===== src/rtl/mem_pkg.sv =====
// mem_pkg: shared memory access types, widths and size decode
package mem_pkg;

    localparam int MEM_ADDR_W = 10;

    localparam logic [1:0] MEMTYPE_W   = 2'b00;
    localparam logic [1:0] MEMTYPE_H   = 2'b01;
    localparam logic [1:0] MEMTYPE_B   = 2'b10;
    localparam logic [1:0] MEMTYPE_ILL = 2'b11;

    typedef logic [MEM_ADDR_W-1:0] mem_addr_t;

    // Illegal type reports one byte so range arithmetic never underflows.
    function automatic logic [2:0] size_of(input logic [1:0] t);
        return t == MEMTYPE_W ? 3'd4 : t == MEMTYPE_H ? 3'd2 : 3'd1;
    endfunction

endpackage


===== src/rtl/mem_port_arbiter_if.sv =====
// mem_port_arbiter_if: core-side requests, memory port and responses of the arbiter
interface mem_port_arbiter_if;
    import mem_pkg::*;

    logic            if_req;
    mem_addr_t       if_addr;
    logic            dm_req;
    logic            dm_we;
    mem_addr_t       dm_addr;
    logic [31:0]     dm_wdata;
    logic            dm_u;
    logic [1:0]      dm_type;
    logic            mem_we;
    mem_addr_t       mem_addr;
    logic [31:0]     mem_data_in;
    logic            mem_u;
    logic [1:0]      mem_type;
    logic [31:0]     mem_data_out;
    logic            stall_if;
    logic            stall_dm;
    logic            if_rvalid;
    logic [31:0]     if_rdata;
    logic            dm_rvalid;
    logic [31:0]     dm_rdata;
    logic            dm_err;

    modport slave (
        input  if_req, if_addr, dm_req, dm_we, dm_addr, dm_wdata, dm_u, dm_type, mem_data_out,
        output mem_we, mem_addr, mem_data_in, mem_u, mem_type,
        output stall_if, stall_dm, if_rvalid, if_rdata, dm_rvalid, dm_rdata, dm_err
    );

    modport master (
        output if_req, if_addr, dm_req, dm_we, dm_addr, dm_wdata, dm_u, dm_type, mem_data_out,
        input  mem_we, mem_addr, mem_data_in, mem_u, mem_type,
        input  stall_if, stall_dm, if_rvalid, if_rdata, dm_rvalid, dm_rdata, dm_err
    );

endinterface


===== src/rtl/mem_access_check.sv =====
// mem_access_check: flags illegal-type or out-of-range accesses from address and type
module mem_access_check
    import mem_pkg::*;
#(
    parameter int MEM_BYTES = 256
) (
    input  mem_addr_t   addr,
    input  logic [1:0]  mtype,
    output logic        bad
);

    localparam int LW = MEM_ADDR_W + 1;

    logic [LW-1:0] last;

    always_comb begin
        last = {1'b0, addr} + LW'(size_of(mtype)) - LW'(1);
        bad = (mtype == MEMTYPE_ILL) || (last > LW'(MEM_BYTES - 1));
    end

endmodule


===== src/rtl/mem_port_arbiter.sv =====
// mem_port_arbiter: shares one memory port between fetch and data access with a bounded data streak
module mem_port_arbiter
    import mem_pkg::*;
#(
    parameter int MEM_BYTES     = 256,
    parameter int MAX_DM_STREAK = 4
) (
    input  logic clk,
    input  logic rst,
    mem_port_arbiter_if.slave bus
);

    localparam int SW = $clog2(MAX_DM_STREAK + 1);
    localparam logic [SW-1:0] STREAK_MAX = SW'(MAX_DM_STREAK);

    logic [SW-1:0] streak_q, streak_d;
    logic          if_rvalid_q, if_rvalid_d;
    logic          dm_rvalid_q, dm_rvalid_d;
    logic          dm_err_q, dm_err_d;
    logic [31:0]   if_rdata_q, if_rdata_d;
    logic [31:0]   dm_rdata_q, dm_rdata_d;
    logic          grant_if, grant_dm, if_bad, dm_bad;

    mem_access_check #(.MEM_BYTES(MEM_BYTES)) u_if_chk (
        .addr  (bus.if_addr),
        .mtype (MEMTYPE_W),
        .bad   (if_bad)
    );

    mem_access_check #(.MEM_BYTES(MEM_BYTES)) u_dm_chk (
        .addr  (bus.dm_addr),
        .mtype (bus.dm_type),
        .bad   (dm_bad)
    );

    always_comb begin
        grant_dm = bus.dm_req & (~bus.if_req | (streak_q < STREAK_MAX));
        grant_if = bus.if_req & ~grant_dm;
        streak_d = (bus.if_req & grant_dm) ? ((streak_q == STREAK_MAX) ? streak_q : streak_q + SW'(1)) : '0;
        bus.stall_if = bus.if_req & ~grant_if;
        bus.stall_dm = bus.dm_req & ~grant_dm;
        bus.mem_addr = grant_dm ? bus.dm_addr : grant_if ? bus.if_addr : '0;
        bus.mem_type = grant_dm ? bus.dm_type : MEMTYPE_W;
        bus.mem_u = grant_dm & bus.dm_u;
        bus.mem_data_in = grant_dm ? bus.dm_wdata : '0;
        // Reset gates the write strobe directly so no store can land while rst is high.
        bus.mem_we = ~rst & grant_dm & bus.dm_we & ~dm_bad;
        if_rvalid_d = grant_if;
        if_rdata_d = grant_if ? (if_bad ? '0 : bus.mem_data_out) : if_rdata_q;
        dm_rvalid_d = grant_dm;
        dm_rdata_d = grant_dm ? ((bus.dm_we | dm_bad) ? '0 : bus.mem_data_out) : dm_rdata_q;
        dm_err_d = grant_dm & dm_bad;
    end

    always_ff @(posedge clk or posedge rst) begin
        if (rst) begin
            streak_q    <= '0;
            if_rvalid_q <= 1'b0;
            dm_rvalid_q <= 1'b0;
            dm_err_q    <= 1'b0;
            if_rdata_q  <= '0;
            dm_rdata_q  <= '0;
        end else begin
            streak_q    <= streak_d;
            if_rvalid_q <= if_rvalid_d;
            dm_rvalid_q <= dm_rvalid_d;
            dm_err_q    <= dm_err_d;
            if_rdata_q  <= if_rdata_d;
            dm_rdata_q  <= dm_rdata_d;
        end
    end

    assign bus.if_rvalid = if_rvalid_q;
    assign bus.if_rdata  = if_rdata_q;
    assign bus.dm_rvalid = dm_rvalid_q;
    assign bus.dm_rdata  = dm_rdata_q;
    assign bus.dm_err    = dm_err_q;

endmodule


===== src/flat_wrapper.sv =====
// flat-port wrapper written by rule: the top's interface ports become plain ports
module mem_port_arbiter_flat import mem_pkg::*;
#(
    parameter int MEM_BYTES     = 256,
    parameter int MAX_DM_STREAK = 4
)
  (clk, rst, bus_if_req, bus_if_addr, bus_dm_req, bus_dm_we, bus_dm_addr, bus_dm_wdata, bus_dm_u, bus_dm_type, bus_mem_data_out, bus_mem_we, bus_mem_addr, bus_mem_data_in, bus_mem_u, bus_mem_type, bus_stall_if, bus_stall_dm, bus_if_rvalid, bus_if_rdata, bus_dm_rvalid, bus_dm_rdata, bus_dm_err);
  mem_port_arbiter_if bus_i ();
  input  logic clk;
  input  logic rst;
  input wire logic [$bits(bus_i.if_req)-1:0] bus_if_req;
  input wire logic [$bits(bus_i.if_addr)-1:0] bus_if_addr;
  input wire logic [$bits(bus_i.dm_req)-1:0] bus_dm_req;
  input wire logic [$bits(bus_i.dm_we)-1:0] bus_dm_we;
  input wire logic [$bits(bus_i.dm_addr)-1:0] bus_dm_addr;
  input wire logic [$bits(bus_i.dm_wdata)-1:0] bus_dm_wdata;
  input wire logic [$bits(bus_i.dm_u)-1:0] bus_dm_u;
  input wire logic [$bits(bus_i.dm_type)-1:0] bus_dm_type;
  input wire logic [$bits(bus_i.mem_data_out)-1:0] bus_mem_data_out;
  output wire logic [$bits(bus_i.mem_we)-1:0] bus_mem_we;
  output wire logic [$bits(bus_i.mem_addr)-1:0] bus_mem_addr;
  output wire logic [$bits(bus_i.mem_data_in)-1:0] bus_mem_data_in;
  output wire logic [$bits(bus_i.mem_u)-1:0] bus_mem_u;
  output wire logic [$bits(bus_i.mem_type)-1:0] bus_mem_type;
  output wire logic [$bits(bus_i.stall_if)-1:0] bus_stall_if;
  output wire logic [$bits(bus_i.stall_dm)-1:0] bus_stall_dm;
  output wire logic [$bits(bus_i.if_rvalid)-1:0] bus_if_rvalid;
  output wire logic [$bits(bus_i.if_rdata)-1:0] bus_if_rdata;
  output wire logic [$bits(bus_i.dm_rvalid)-1:0] bus_dm_rvalid;
  output wire logic [$bits(bus_i.dm_rdata)-1:0] bus_dm_rdata;
  output wire logic [$bits(bus_i.dm_err)-1:0] bus_dm_err;
  assign bus_i.if_req = bus_if_req;
  assign bus_i.if_addr = bus_if_addr;
  assign bus_i.dm_req = bus_dm_req;
  assign bus_i.dm_we = bus_dm_we;
  assign bus_i.dm_addr = bus_dm_addr;
  assign bus_i.dm_wdata = bus_dm_wdata;
  assign bus_i.dm_u = bus_dm_u;
  assign bus_i.dm_type = bus_dm_type;
  assign bus_i.mem_data_out = bus_mem_data_out;
  assign bus_mem_we = bus_i.mem_we;
  assign bus_mem_addr = bus_i.mem_addr;
  assign bus_mem_data_in = bus_i.mem_data_in;
  assign bus_mem_u = bus_i.mem_u;
  assign bus_mem_type = bus_i.mem_type;
  assign bus_stall_if = bus_i.stall_if;
  assign bus_stall_dm = bus_i.stall_dm;
  assign bus_if_rvalid = bus_i.if_rvalid;
  assign bus_if_rdata = bus_i.if_rdata;
  assign bus_dm_rvalid = bus_i.dm_rvalid;
  assign bus_dm_rdata = bus_i.dm_rdata;
  assign bus_dm_err = bus_i.dm_err;
  mem_port_arbiter #(.MEM_BYTES(MEM_BYTES), .MAX_DM_STREAK(MAX_DM_STREAK)) u_core (.clk(clk), .rst(rst), .bus(bus_i));
endmodule

===== config.mk =====
export PLATFORM = sky130hd
export DESIGN_NAME = mem_port_arbiter_flat
export DESIGN_NICKNAME = d
export VERILOG_FILES = /design/src/rtl/mem_pkg.sv /design/src/rtl/mem_port_arbiter_if.sv /design/src/rtl/mem_access_check.sv /design/src/rtl/mem_port_arbiter.sv /design/src/flat_wrapper.sv
export SDC_FILE = /design/constraint.sdc
export NUM_CORES = 1
export LEC_CHECK = 0
export BUFFER_PORTS_ARGS = -buffer_cell sky130_fd_sc_hd__buf_2
export CORE_ASPECT_RATIO = 1.75
export CORE_MARGIN = 2
export CORE_UTILIZATION = 35
export DETAILED_ROUTE_END_ITERATION = 10
export MAX_ROUTING_LAYER = met4
export PLACE_DENSITY = 0.67
export SYNTH_ARGS = -nofsm -noshare
export SYNTH_HDL_FRONTEND = slang
export SYNTH_HIERARCHICAL = 1
export SYNTH_SLANG_ARGS = --single-unit
export TNS_END_PERCENT = 100

===== constraint.sdc =====
create_clock -name clk -period 5.03 [get_ports clk]
set_clock_uncertainty 0.15 [all_clocks]
set_input_delay 1.006 -clock clk [delete_from_list [all_inputs] [get_ports clk]]
set_output_delay 1.006 -clock clk [all_outputs]
set_load 0.01 [all_outputs]

==> results.toml <==
[outcome]
outcome = "finished clean"

[yosys]
synth_cell_type_count = 33
synth-seq-cells = 70
netlist_instances = 428
synth_edf_count = 0
synth_area_leader_cell = "dfrtp_1"
synth-main-ff-cell = "dfrtp_1"
yosysSeqAreaShare_pct = 43.2
async_flop_share_pct = 100
syn_avg_cell_area_um2 = 9.47
synth_area_um2 = 4050
yosysWarnings = 6
synth_top_area_share_pct = 43.2
synthTopCellsByArea = "dfrtp_1, mux2_2, ha_1"

[power_and_ir_drop]
peakVddDrop_uv = 224
p_leak_uw = 0.00325
total_power_uw = 1650
power_density_nw_per_um2 = 300

[detailed_routing]
ant_nets = 0
drtPass1Iterations = 6
routed_wl_mm = 11.3
wire_per_inst_um = 14.6
route.vias.total = 3752
drtIter0Drc = 130
drc = 0
vias_per_cell = 4.86

[final_layout]
syn_to_final_growth_pct = 35.9
multiInputGateArea_um2 = 2020
drive_gt1_share_pct = 41.4
nNetsFinal = 753
fill_cells = 1112
n_antenna_cell = 0
regArea_um2 = 1750

[global_routing]
grt_max_degree = 80
grt_pass1_wl_mm = 18.3
grt_pass1_vias = 3856
antenna_found_initial = 0
grt_usage_pct = 18.8
grt_overflow_total = 0

[hold_path]
hold_depth = 2
hold_end = "u_core/bus.dm_rdata[12]$_DFFE_PP0P_"
min_path_type = "reg -> reg"
min-delay-start = "u_core/bus.dm_rdata[12]$_DFFE_PP0P_"

[placement]
portBuffers = 206
hpwlAfterDp_mm = 8.40
place.gp.congestion = 0.948
place_ws_ns = 0.458

[clock_tree]
clkLatencyLatePin_ns = 0.32
postCtsSetupBuffers = 0
clock-root-buffer = "clkbuf_16"
cts_tree = "done"
cts_sinks = 70
cts_buffer_depth = 2
cts.repair.resized = 0
h-tree-depth = 3
clkTransAtPathRegs_ns = 0.05
cts_hold_buf = 0
cts_buffers = 9

[die]
rows = 52
num_io_pins = 207
core_area_um2 = 11500
dieArea_um2 = 12500
die_w_um = 85.3
fp.dieH_um = 146
start_util_pct = 35.4

[critical_path]
reg2reg_depth = 4
timing.rr.end = "u_core/bus.if_rdata[1]$_DFFE_PP0N_"
rr_startpoint = "u_core/streak_q[2]$_DFFE_PP0P_"
start_kind = "input pin"
required_ns = 3.87
crit_type = "in -> out"
rrSetupSlack_ns = 2.78
arrival_ns = 3.44
cp-end-kind = "output pin"
path_max_fanout = 4

[sta]
max_slew.worst_pin.slew_ns = 1.02
max_slew_margin_pct = 32.0
hold_viol_final = 0
rsz0062_at_grt = "false"
finalCritPeriodShare_pct = 91.5
timing.final.crit_period_ns = 4.60
slew_viol_final = 0
max_freq_ghz = 0.217
setup_violations = 0
fin_ws_ns = 0.429
tns_ns = 0

[run]
maxCapViolations = 0
==> critical path: stages <==
cell	delay [ns]
buf_2	0.12
inv_1	0.07
nand2_1	0.06
ha_1	0.28
inv_1	0.05
ha_1	0.22
fa_1	0.38
nand3_1	0.09
a2111oi_1	0.08
nor3_1	0.25
xor2_1	0.19
nand4_1	0.17
nor4b_1	0.30
buf_2	0.18
==> cells in the final DEF, fill, tap and decap left out, types with 2 or more instances in the layout <==
cell type,Yosys,final
and2_1,38,38
ha_1,26,26
o22ai_1,2,2
nand2_1,71,71
clkbuf_16,0,9
xnor2_1,4,4
dfrtp_1,70,70
a21oi_1,8,8
bufinv_16,0,3
buf_4,5,5
fa_1,2,2
nor3_1,3,3
a211oi_1,2,2
nor2_1,7,6
conb_1,1,6
o21ai_0,6,6
nor2b_1,32,32
clkinv_4,1,2
nand3_1,36,36
mux2_2,32,32
a2111oi_1,2,2
nand4_1,4,4
o21bai_1,2,2
buf_2,3,206
a22o_1,10,10
or2_2,2,2
xor2_1,2,2
inv_1,40,39
==> final cells by class <==
type,instances,area share [%]
Multi-Input combinational cell,300,36.7
Sequential cell,70,31.8
Timing Repair Buffer,211,19.4
Clock buffer,9,4.09
Tap cell,135,3.07
Inverter,41,2.88
Clock inverter,6,2.02
==> cells by family (layout without fill, tap and decap cells) <==
family,count (synthesis),count (layout),synth area share (%)
AOI/OAI and AO/OA,34,34,6.14
xor gates and xnor gates,6,6,1.30
adders and majority gates,28,28,9.02
buffers and inverters,63,267,7.35
DFF,70,70,43.2
muxes,32,32,8.89
other,1,6,0.0925
and+or+nand+nor,194,194,24.0
==> metal layers <==
metal / up-vias / GRT usage (%) / part of all wire (%)
li1: 1796 / - / -
met1: 1792 / 19.7 / 36
met2: 147 / 34.2 / 56
met3: 17 / 3.39 / 5.5
met4: 0 / 6.98 / 2.1
met5: - / - / 0
==> cells in the mapped netlist (6+ instances only) <==
| cell | instances |
|---|---|
| nand2_1 | 71 |
| nand3_1 | 36 |
| ha_1 | 26 |
| inv_1 | 40 |
| and2_1 | 38 |
| mux2_2 | 32 |
| o21ai_0 | 6 |
| nor2b_1 | 32 |
| dfrtp_1 | 70 |
| a22o_1 | 10 |
| clkbuf_1 | 8 |
| nor2_1 | 7 |
| a21oi_1 | 8 |
==> worst max path at each step <==
| stage | end | slack (ns) | start |
|---|---|---|---|
| 3_3_place_gp | bus_mem_we | 0.51 | bus_dm_type[1] |
| 4_1_cts | bus_mem_we | 0.44 | bus_dm_type[1] |
| 2_1_floorplan | bus_mem_we | 0.71 | bus_dm_type[1] |
| 5_1_grt | bus_mem_we | 0.22 | bus_dm_type[1] |
| 3_5_place_dp | bus_mem_we | 0.46 | bus_dm_type[1] |
| 6_report | bus_mem_we | 0.43 | bus_dm_type[1] |
==> flip-flops by register name, summed over array words and instances, names as in the netlist <==
signal,flops
u_core/bus.dm_rvalid,1
u_core/streak_q,3
u_core/bus.if_rvalid,1
u_core/bus.if_rdata,32
u_core/bus.dm_err,1
u_core/bus.dm_rdata,32
==> stage by stage <==
step / util (%) / hold WS [ns] / cells / instance area, um^2
floorplan: - / 0.290 / 433 / 4070
global placement: 45.2 / 0.297 / 757 / 5170
detailed placement: 45.2 / 0.305 / 757 / 5170
CTS: 48.1 / 0.318 / 772 / 5510
global route: 48.1 / 0.338 / 772 / 5510
finish: 48.1 / 0.317 / 772 / 5510
==> power by group <==
group	switching (uW)	leakage, uW	internal [uW]	total (uW)
sequential	17.1	0.000963	597	614
clock	238	0.000161	481	719
combinational	179	0.00213	141	320
total	433	0.00325	1220	1650
Note: power is estimated with default switching activity, not from simulation.
